--- config.mk ---
export PLATFORM = sky130hd
export DESIGN_NAME = stream_dwc_down_flat
export DESIGN_NICKNAME = d
export VERILOG_FILES = /design/src/rtl/stream_dwc_down_pkg.sv /design/src/rtl/stream_dwc_down_if.sv /design/src/rtl/stream_dwc_down.sv /design/src/flat_wrapper.sv
export SDC_FILE = /design/constraint.sdc
export NUM_CORES = 1
export LEC_CHECK = 0
export ABC_AREA = 1
export CORE_MARGIN = 5
export CORE_UTILIZATION = 45
export CTS_BUF_LIST = sky130_fd_sc_hd__clkbuf_4
export DETAILED_ROUTE_END_ITERATION = 6
export PLACE_DENSITY_LB_ADDON = 0.12
export SLEW_MARGIN = 20
export SYNTH_ARGS = -nofsm -noshare
export SYNTH_HDL_FRONTEND = slang
export SYNTH_SLANG_ARGS = --single-unit
--- constraint.sdc ---
create_clock -name ap_clk -period 1.15 [get_ports ap_clk]
set_input_delay 0.23 -clock ap_clk [delete_from_list [all_inputs] [get_ports ap_clk]]
set_output_delay 0.23 -clock ap_clk [all_outputs]
set_load 0.02 [all_outputs]
--- src/rtl/stream_dwc_down_pkg.sv ---
// -----------------------------------------------------------------------------
// stream_dwc_down_pkg
//   Shared definitions for the stream width down-converter.
//   Contents:
//     cw_of(r) - width of a counter that indexes r beats (clog2 with floor 1)
// -----------------------------------------------------------------------------
package stream_dwc_down_pkg;

  // A one-beat converter still needs a 1-bit counter so that every port and
  // register keeps a legal, non-zero width.
  function automatic int cw_of(input int r);
    return (r <= 1) ? 1 : $clog2(r);
  endfunction

endpackage : stream_dwc_down_pkg

--- src/rtl/stream_dwc_down_if.sv ---
// -----------------------------------------------------------------------------
// stream_dwc_down_if
//   Bundles the wide input stream, the narrow output stream and the debug beat
//   index of the width down-converter. Signal names follow the HLS-style
//   AXI-Stream naming used by the surrounding dataflow pipeline.
//   Modports:
//     slave  - converter side: consumes in0_*, produces out_* and beat_idx
//     master - environment side: produces in0_*, consumes out_* and beat_idx
//   Parameters must match those of the converter instance that uses it.
// -----------------------------------------------------------------------------
interface stream_dwc_down_if
  import stream_dwc_down_pkg::*;
#(
  parameter int IN_WIDTH  = 24,
  parameter int OUT_WIDTH = 8
) ();

  localparam int CW = cw_of(IN_WIDTH / OUT_WIDTH);

  logic [IN_WIDTH-1:0]  in0_V_V_TDATA;
  logic                 in0_V_V_TVALID;
  logic                 in0_V_V_TREADY;
  logic [OUT_WIDTH-1:0] out_V_V_TDATA;
  logic                 out_V_V_TVALID;
  logic                 out_V_V_TREADY;
  logic [CW-1:0]        beat_idx;

  modport slave (
    input  in0_V_V_TDATA, in0_V_V_TVALID, out_V_V_TREADY,
    output in0_V_V_TREADY, out_V_V_TDATA, out_V_V_TVALID, beat_idx
  );

  modport master (
    output in0_V_V_TDATA, in0_V_V_TVALID, out_V_V_TREADY,
    input  in0_V_V_TREADY, out_V_V_TDATA, out_V_V_TVALID, beat_idx
  );

endinterface : stream_dwc_down_if

--- src/rtl/stream_dwc_down.sv ---
// -----------------------------------------------------------------------------
// stream_dwc_down
//   Registered AXI-Stream width down-converter. Each IN_WIDTH-bit input word is
//   emitted as R = IN_WIDTH/OUT_WIDTH output beats, least-significant slice
//   first. A new word is accepted in the same cycle the last beat of the
//   previous one leaves, so sustained throughput is one word per R cycles.
//   Ports:
//     ap_clk  - clock, rising edge
//     ap_rst  - asynchronous active-high reset
//     s       - stream_dwc_down_if.slave:
//                 in0_V_V_TDATA/TVALID/TREADY  wide input stream
//                 out_V_V_TDATA/TVALID/TREADY  narrow output stream
//                 beat_idx                     index of the slice on out_V_V_TDATA
// -----------------------------------------------------------------------------
module stream_dwc_down
  import stream_dwc_down_pkg::*;
#(
  parameter int IN_WIDTH  = 24,
  parameter int OUT_WIDTH = 8
) (
  input  logic              ap_clk,
  input  logic              ap_rst,
  stream_dwc_down_if.slave  s
);

  localparam int            R    = IN_WIDTH / OUT_WIDTH;
  localparam int            CW   = cw_of(R);
  localparam logic [CW-1:0] LAST = CW'(R - 1);

  if (OUT_WIDTH < 1 || (IN_WIDTH % OUT_WIDTH) != 0) begin : g_width_check
    $fatal(1, "stream_dwc_down: OUT_WIDTH must divide IN_WIDTH");
  end

  typedef enum logic {
    EMPTY = 1'b0,
    HOLD  = 1'b1
  } state_e;

  state_e              state_q, state_d;
  logic [IN_WIDTH-1:0] sr_q,    sr_d;
  logic [CW-1:0]       cnt_q,   cnt_d;

  logic in_ready;
  logic in_fire;
  logic out_fire;
  logic last_beat;

  // Ready depends only on state and downstream ready, never on in0 TVALID,
  // so no combinational loop can form through an upstream that waits on ready.
  assign last_beat = (cnt_q == LAST);
  assign in_ready  = (state_q == EMPTY) || (last_beat && s.out_V_V_TREADY);
  assign in_fire   = s.in0_V_V_TVALID && in_ready;
  assign out_fire  = (state_q == HOLD) && s.out_V_V_TREADY;

  assign s.in0_V_V_TREADY = in_ready;
  assign s.out_V_V_TDATA  = sr_q[OUT_WIDTH-1:0];
  assign s.out_V_V_TVALID = (state_q == HOLD);
  assign s.beat_idx       = cnt_q;

  always_comb begin
    // NOTE: every next-state signal is given its hold value first, so any path
    // through the case below that does not assign it cannot infer a latch.
    state_d = state_q;
    sr_d    = sr_q;
    cnt_d   = cnt_q;

    unique case (state_q)
      EMPTY: begin
        if (in_fire) begin
          state_d = HOLD;
          sr_d    = s.in0_V_V_TDATA;
          cnt_d   = '0;
        end
      end

      HOLD: begin
        if (out_fire) begin
          if (!last_beat) begin
            // Next slice slides down into the output window; zero-fill on top.
            sr_d  = sr_q >> OUT_WIDTH;
            cnt_d = cnt_q + CW'(1);
          end else if (in_fire) begin
            // Last beat leaves as the next word arrives: no bubble.
            sr_d  = s.in0_V_V_TDATA;
            cnt_d = '0;
          end else begin
            state_d = EMPTY;
            cnt_d   = '0;
          end
        end
      end

      default: state_d = EMPTY;
    endcase
  end

  always_ff @(posedge ap_clk or posedge ap_rst) begin
    if (ap_rst) begin
      state_q <= EMPTY;
      sr_q    <= '0;
      cnt_q   <= '0;
    end else begin
      // NOTE: state registers use non-blocking assignment so every flop samples
      // the pre-edge values of the others, independent of statement order.
      state_q <= state_d;
      sr_q    <= sr_d;
      cnt_q   <= cnt_d;
    end
  end

endmodule : stream_dwc_down
--- src/flat_wrapper.sv ---
// flat-port wrapper written by rule: the top's interface ports become plain ports
module stream_dwc_down_flat import stream_dwc_down_pkg::*;
#(
  parameter int IN_WIDTH  = 24,
  parameter int OUT_WIDTH = 8
)
  (ap_clk, ap_rst, s_in0_V_V_TDATA, s_in0_V_V_TVALID, s_out_V_V_TREADY, s_in0_V_V_TREADY, s_out_V_V_TDATA, s_out_V_V_TVALID, s_beat_idx);
  stream_dwc_down_if #(.IN_WIDTH(IN_WIDTH), .OUT_WIDTH(OUT_WIDTH)) s_i ();
  input  logic ap_clk;
  input  logic ap_rst;
  input wire logic [$bits(s_i.in0_V_V_TDATA)-1:0] s_in0_V_V_TDATA;
  input wire logic [$bits(s_i.in0_V_V_TVALID)-1:0] s_in0_V_V_TVALID;
  input wire logic [$bits(s_i.out_V_V_TREADY)-1:0] s_out_V_V_TREADY;
  output wire logic [$bits(s_i.in0_V_V_TREADY)-1:0] s_in0_V_V_TREADY;
  output wire logic [$bits(s_i.out_V_V_TDATA)-1:0] s_out_V_V_TDATA;
  output wire logic [$bits(s_i.out_V_V_TVALID)-1:0] s_out_V_V_TVALID;
  output wire logic [$bits(s_i.beat_idx)-1:0] s_beat_idx;
  assign s_i.in0_V_V_TDATA = s_in0_V_V_TDATA;
  assign s_i.in0_V_V_TVALID = s_in0_V_V_TVALID;
  assign s_i.out_V_V_TREADY = s_out_V_V_TREADY;
  assign s_in0_V_V_TREADY = s_i.in0_V_V_TREADY;
  assign s_out_V_V_TDATA = s_i.out_V_V_TDATA;
  assign s_out_V_V_TVALID = s_i.out_V_V_TVALID;
  assign s_beat_idx = s_i.beat_idx;
  stream_dwc_down #(.IN_WIDTH(IN_WIDTH), .OUT_WIDTH(OUT_WIDTH)) u_core (.ap_clk(ap_clk), .ap_rst(ap_rst), .s(s_i));
endmodule
==> results of run 1 <==
==> cell families after synthesis <==
| logic type | count (synthesis) |
|---|---|
| AO/OA/AOI/OAI | 45 |
| buffers and inverters | 49 |
| flip-flops | 27 |
| AND/OR/NAND/NOR | 66 |
==> what timing repair did <==
item,CTS,global route
resized for setup,73,19
gates cloned,0,1
pin swaps,7,3
buffers inserted,3,6
endpoints found under the setup margin,38,39
==> cell usage after synthesis <==
master     n
a21oi_1   31
inv_1     29
clkbuf_1   1
nand2_2    2
o21ai_0   10
buf_2      3
a21oi_2    2
buf_4     10
o21a_1     1
nand4_1    2
o21ai_1    1
buf_6      4
dfrtp_1   27
nand2_1   35
nand3_1   17
or2_1      1
or2_2      9
inv_2      2
==> final cells by class <==
class / count / area [sq um]
tap: 44 / 55.1
inverter: 31 / 116
sequential: 27 / 678
multi-input combinational: 111 / 629
clock buffer: 3 / 22.5
timing repair buffer: 72 / 719
fill: 269 / 875
clock inverter: 1 / 7.51
==> cell usage in the layout (no fill, tap or decap) <==
cell / count
nand2_1: 31
inv_1: 27
clkdlybuf4s50_1: 27
buf_4: 26
dfrtp_1: 25
a21oi_1: 18
nand3_1: 16
a21oi_2: 15
buf_6: 15
o21ai_1: 9
or2_2: 6
inv_2: 4
nand2_2: 3
nand2_4: 3
or2_4: 3
clkbuf_4: 3
buf_12: 3
nand4_1: 2
dfrtp_2: 2
nand3_2: 1
or2_1: 1
o21ai_2: 1
o21a_1: 1
o21ai_0: 1
clkinvlp_4: 1
clkbuf_16: 1
==> routing by layer <==
metal	share of wire (%)	track usage, %	wire, um	vias to the layer above
li1	-	-	-	696
met1	41	18.5	1520	673
met2	55	35.0	2040	31
met3	3.7	3.49	140	8
met4	1.0	7.59	38	0
met5	0	0	0	-
==> state kept, by name, summed over array words and instances, names as in the netlist <==
register and count:
u_core.sr_q 24, u_core.s.beat_idx 2, u_core.s.out_V_V_TVALID 1
==> path summary, 6_finish.rpt <==
kind / start / to / slack, ns / cells past startpoint
min in group ap_clk: s_in0_V_V_TDATA[21] / u_core.sr_q[21]$_DFFE_PP0P_ / 0.43 / 3
hold reg to reg: u_core.sr_q[23]$_DFFE_PP0P_ / u_core.sr_q[23]$_DFFE_PP0P_ / 0.52 / 2
hold / removal: ap_rst / u_core.sr_q[3]$_DFFE_PP0P_ / 0.24 / 3
setup / recovery: u_core.s.out_V_V_TVALID$_DFF_PP0_ / s_out_V_V_TVALID / -0.23 / 3
max in group asynchronous: ap_rst / u_core.s.out_V_V_TVALID$_DFF_PP0_ / 0.74 / 3
setup reg to reg: u_core.s.out_V_V_TVALID$_DFF_PP0_ / u_core.sr_q[17]$_DFFE_PP0P_ / -0.21 / 7
==> critical path: stages (launching register included) <==
cell and delay (ns):
dfrtp_2 0.44, buf_4 0.14, buf_4 0.12, buf_6 0.12
==> per-stage QoR <==
stage / TNS (ns) / hold slack, ns
5_1_grt: -6.84 / 0.245
4_1_cts: -4.77 / 0.239
6_report: -4.52 / 0.243
2_1_floorplan: -2.95 / 0.283
3_3_place_gp: -10.56 / 0.464
3_5_place_dp: -11.63 / 0.474
==> report_power, final <==
group	switching, mW	total, mW	internal, mW
Combinational	1.50	3.23	1.73
Clock	0.296	0.430	0.133
Sequential	0.257	1.60	1.34
==> impl_results.md, run 1 <==
* Status: finished, violations left
* Failing checks: setup timing
* Synth unique cells at 18
* Worst min-delay path class: in -> async
* DIE HEIGHT at ~67 um
* DR vias at 1408
* MaxCap Viol Count at 0
* Final worst slack at -0.233 ns
* Clock buffer depth at 2
* Post-Synth Adder-Cell Area at 0%
* ANT nets after route at 0
* IO Port Bufs at 39
* Antenna diode count at 0
* Row cnt at 20
* Synth Area in Compound Gates at around 16%
* Fin. max-slew vios at 0
* CP required at approximately 0.92 ns
* Vias in the first global route at 1473
* Post-synthesis mux area share at 0%
* Largest family of logic cells by synthesized area: simple AND/OR/NAND/NOR gates
* Tcrit/Tclk final at 120%
* Total power density per cell area at around 2400 nW/um^2
* Final hold violation count at 0
* Routability congestion estimate at a little under 0.8
* CTS tree: yes
* Global-route wire length before repair at 6180 um
* Total Routed Length at approximately 3700 um
* Post-Syn Instances at about 190
* Post-route cell area at between 2000 and 2500 sq um
* Avg WL per Cell at roughly 13 um
* Synth top area cells: dfrtp_1, a21oi_1, nand2_1
* Crit path max fanout at 3
* Final setup fails at 30
* GRT overflow at 0
* DRT iter0 DRCs at 32
* Synthesized area at roughly 1500 sq um
* Design Power at 5.26 mW
* Crit path DAT at roughly 1.2 ns
* Clock-pin slew on the worst setup and hold paths at approximately 0.16 ns
* Clock Skew at around 0.0080 ns
* Post-synth top area share at a little under half
* Initial antenna violation count at 0
* Layout cells sized above 1 at around 36%
* Syn avg cell area at 7.86 sq um
* Net Count, Synth at 215
* Finished Layout Cells at about 290
* Largest area contributor in the netlist: dfrtp_1
* Skew-Pair Late Insertion Delay at 0.33 ns
* DP Cell Count at between 200 and 300
* Drt first pass iters at 4
* Crit path kind: reg -> out
* Post-place instance area at ~2000 sq um
* H-tree Lvls at 1
* Fin util at a little under three quarters
* Core ar. at 3100 sq um
* CTS hold repair buffers at 0
* Critical Path Start Type: flip-flop
* Via density at 4.87
* Drt drc at 0
* Pleak at ~1.1 nW
* Gr usage total at a little under a fifth
* Fmax achieved at roughly 720 MHz
* Pre-CTS setup slack at -0.680 ns
* Critical path endpoint category: output pin
* Post-synthesis sequential area ratio at between 40% and 50%
* TritonCTS buffer count at 3
* RSZ-0062 raised after global routing: true
* Xor/xnor cell area share of the yosys netlist at 0%
* Warnings, synthesis at 0
* Syn-to-layout area delta at 51.6%
* Die span in x at approximately 67 um
* Initial core utilization at a little under half
* Fin crit period at 1.38 ns
* Root buffer cell: clkbuf_4
* Dpl hpwl at roughly 2700 um
* I/O Pins at 40
* Largest net degree at the start of global routing at 28
* Simple logic cell fraction of the synthesized area at about 21%
* Clock sinks at 27
* Die area at 4510 sq um
* Slew @ Worst Pin at around 0.18 ns
* Post-layout nets at ~270
* Slew Limit Headroom at 87.9%
* VDD IR-drop max at between 1 and 1.5 mV
* FF+latch count, synth at 27
(Power assumes the default switching activity.)
==> run 2, diff against run 1 <==
Clock period 1.15 ns to 1.18 ns, I/O delays scaled along.
==> impl_results.md, run 2 (same netlist as run 1, synthesis figures left out) <==
* Die span in x at 67.2 um (unchanged)
* Met3 global-route usage at 2.83% (-0.67 points)
* CP startpoint: s_out_V_V_TREADY
* CP max-delay cell: clkdlybuf4s50_1
* IO Port Bufs at 39 (unchanged)
* Post-layout nets at 271 (-1.1%)
* CTS tree: yes
* Clock sinks at 27 (unchanged)
* Clock Skew at 0.00584 ns (-0.00220 ns)
* Antenna diode count at 0 (unchanged)
* Setup TNS at -4.08 ns (+0.447 ns)
* RSZ-0062 raised after global routing: true
* Root buffer cell: clkbuf_4
* Total power density per cell area at 2300 nW/um^2 (-2.8%)
* Cell family with most CP delay: buffers and inverters
* Fin. max-slew vios at 0 (unchanged)
* Met2 Track Usage GR at 34.4% (-0.61 points)
* VDD IR-drop max at 0.971 mV (-18%)
* Avg WL per Cell at 14.4 um (+11%)
* ANT nets after route at 0 (unchanged)
* Most common cell after layout, fill and taps aside: nand2_1
* Drt drc at 0 (unchanged)
* Pleak at 1.10 nW (+1.2%)
* Post-route cell area at 2310 sq um (+3.5%)
* Fmax achieved at 736 MHz
* Final setup fails at 30 (unchanged)
* CTS hold repair buffers at 0 (unchanged)
* H-tree Lvls at 1 (unchanged)
* Reg with most FFs: u_core.sr_q
* Finished Layout Cells at 286 (-1.0%)
* Tcrit/Tclk final at 115%
* Gr usage total at 19.0% (+1.0 points)
* Routability congestion estimate at 0.826 (+3.7%)
* Syn-to-layout area delta at 56.9%
* Most frequent cells in the layout: nand2_1, inv_1, clkdlybuf4s50_1, dfrtp_1, a21oi_2
* Clock buffer depth at 2 (unchanged)
* Slew @ Worst Pin at 0.192 ns (+0.0111 ns)
* Crit path DAT at 1.12 ns (-0.03 ns)
* Reg2Reg Launch Point: u_core.s.out_V_V_TVALID$_DFF_PP0_
* MaxCap Viol Count at 0 (unchanged)
* Critical path endpoint category: output pin
* Dpl hpwl at 2520 um (-6.3%)
* Failing checks: setup timing
* Fillers at 244 (-9.3%)
* Largest net degree at the start of global routing at 28 (unchanged)
* CP max stage delay at 0.56 ns (+0.12 ns)
* Footprint of the multi-input gates at 711 sq um (+13%)
* Crit path max fanout at 4 (+1)
* Critical Path Start Type: input pin
* Slew Limit Headroom at 87.2% (-0.78 points)
* Status: finished, violations left
* Fin crit period at 1.36 ns
* TritonCTS buffer count at 3 (unchanged)
* DP Cell Count at 273 (-1.1%)
* Post-place instance area at 2030 sq um (+0.12%)
* Vias in the first global route at 1446 (-1.8%)
* CP bufs+invs at 2 (-1)
* CP cell instances: clkdlybuf4s50_1 -> nand3_2 -> nand2_2 -> buf_6
* Core ar. at 3100 sq um (unchanged)
* Final hold violation count at 0 (unchanged)
* FF/Latch Area at 678 sq um (unchanged)
* GRT overflow at 0 (unchanged)
* Row cnt at 20 (unchanged)
* Clock-pin slew on the worst setup and hold paths at 0.15 ns (about the same)
* Crit path kind: in -> out
* Initial core utilization at 47.4% (unchanged)
* Initial antenna violation count at 0 (unchanged)
* DRT iter0 DRCs at 99 (+210%)
* Max FFs per register at 24 (unchanged)
* Via density at 5.20 (+6.6%)
* Worst min-delay path class: in -> async
* Fin util at 74.3% (+2.5 points)
* Total Routed Length at 4110 um (+9.9%)
* Die area at 4510 sq um (unchanged)
* Skew-Pair Late Insertion Delay at 0.32 ns (about the same)
* Drt first pass iters at 4 (unchanged)
* CP required at 0.94 ns (+0.02 ns)
* GRT Max-Usage Layer: met2
* Final worst slack at -0.179 ns (+0.0540 ns)
* I/O Pins at 40 (unchanged)
* Met1 usage at 23.2% (+4.7 points)
* DR vias at 1486 (+5.5%)
* Global-route wire length before repair at 6550 um (+6.0%)
* DIE HEIGHT at 67.2 um (unchanged)
* Layout cells sized above 1 at 40.9% (+5.4 points)
## run 2: tightest hold or removal path, stage by stage
cell,delay [ns]
clkdlybuf4s50_1,0.40
inv_1,0.09
buf_12,0.20
## run 2: layer usage
metal | wire length, um | up-vias
met3 | 208 | 14
li1 | - | 698
met4 | 76 | 0
met2 | 2200 | 63
met5 | 0 | -
met1 | 1630 | 711
## run 2: layout make-up
class | count | share of cell area, %
inverters | 31 | 5.26
flip-flops and latches | 27 | 29.4
clock inverters | 1 | 0.217
clock buffers | 3 | 0.977
multi-input cells | 111 | 30.8
repair buffers | 69 | 30.9
well taps | 44 | 2.39
## run 2: timing repair
item,4_1_cts,5_1_grt
pin swaps,5,5
cloned,2,0
gates resized for setup,82,20
setup buffers,3,4
setup endpoints to repair,38,33
## run 2: stage by stage
step / power [mW] / hold WS (ns) / setup WS, ns
2_1_floorplan: 3.30 / 0.289 / -0.140
3_3_place_gp: 4.12 / 0.462 / -0.634
3_5_place_dp: 4.20 / 0.472 / -0.646
4_1_cts: 4.88 / 0.222 / -0.187
5_1_grt: 5.64 / 0.217 / -0.245
6_report: 5.30 / 0.223 / -0.179
## run 2: path summary, 6_finish.rpt
path	end	slack, ns	cells past startpoint
max	s_in0_V_V_TREADY	-0.18	4
min	u_core.sr_q[6]$_DFFE_PP0P_	0.22	3
max reg2reg	u_core.s.beat_idx[1]$_DFFE_PP0P_	-0.18	6
min reg2reg	u_core.sr_q[23]$_DFFE_PP0P_	0.52	2
max in group asynchronous	u_core.s.out_V_V_TVALID$_DFF_PP0_	0.79	3
min in group ap_clk	u_core.sr_q[17]$_DFFE_PP0P_	0.44	3
## run 2: power breakdown
group	total, mW	internal, mW	switching (mW)
clock	0.403	0.127	0.276
combinational	3.33	1.69	1.64
sequential	1.56	1.31	0.250
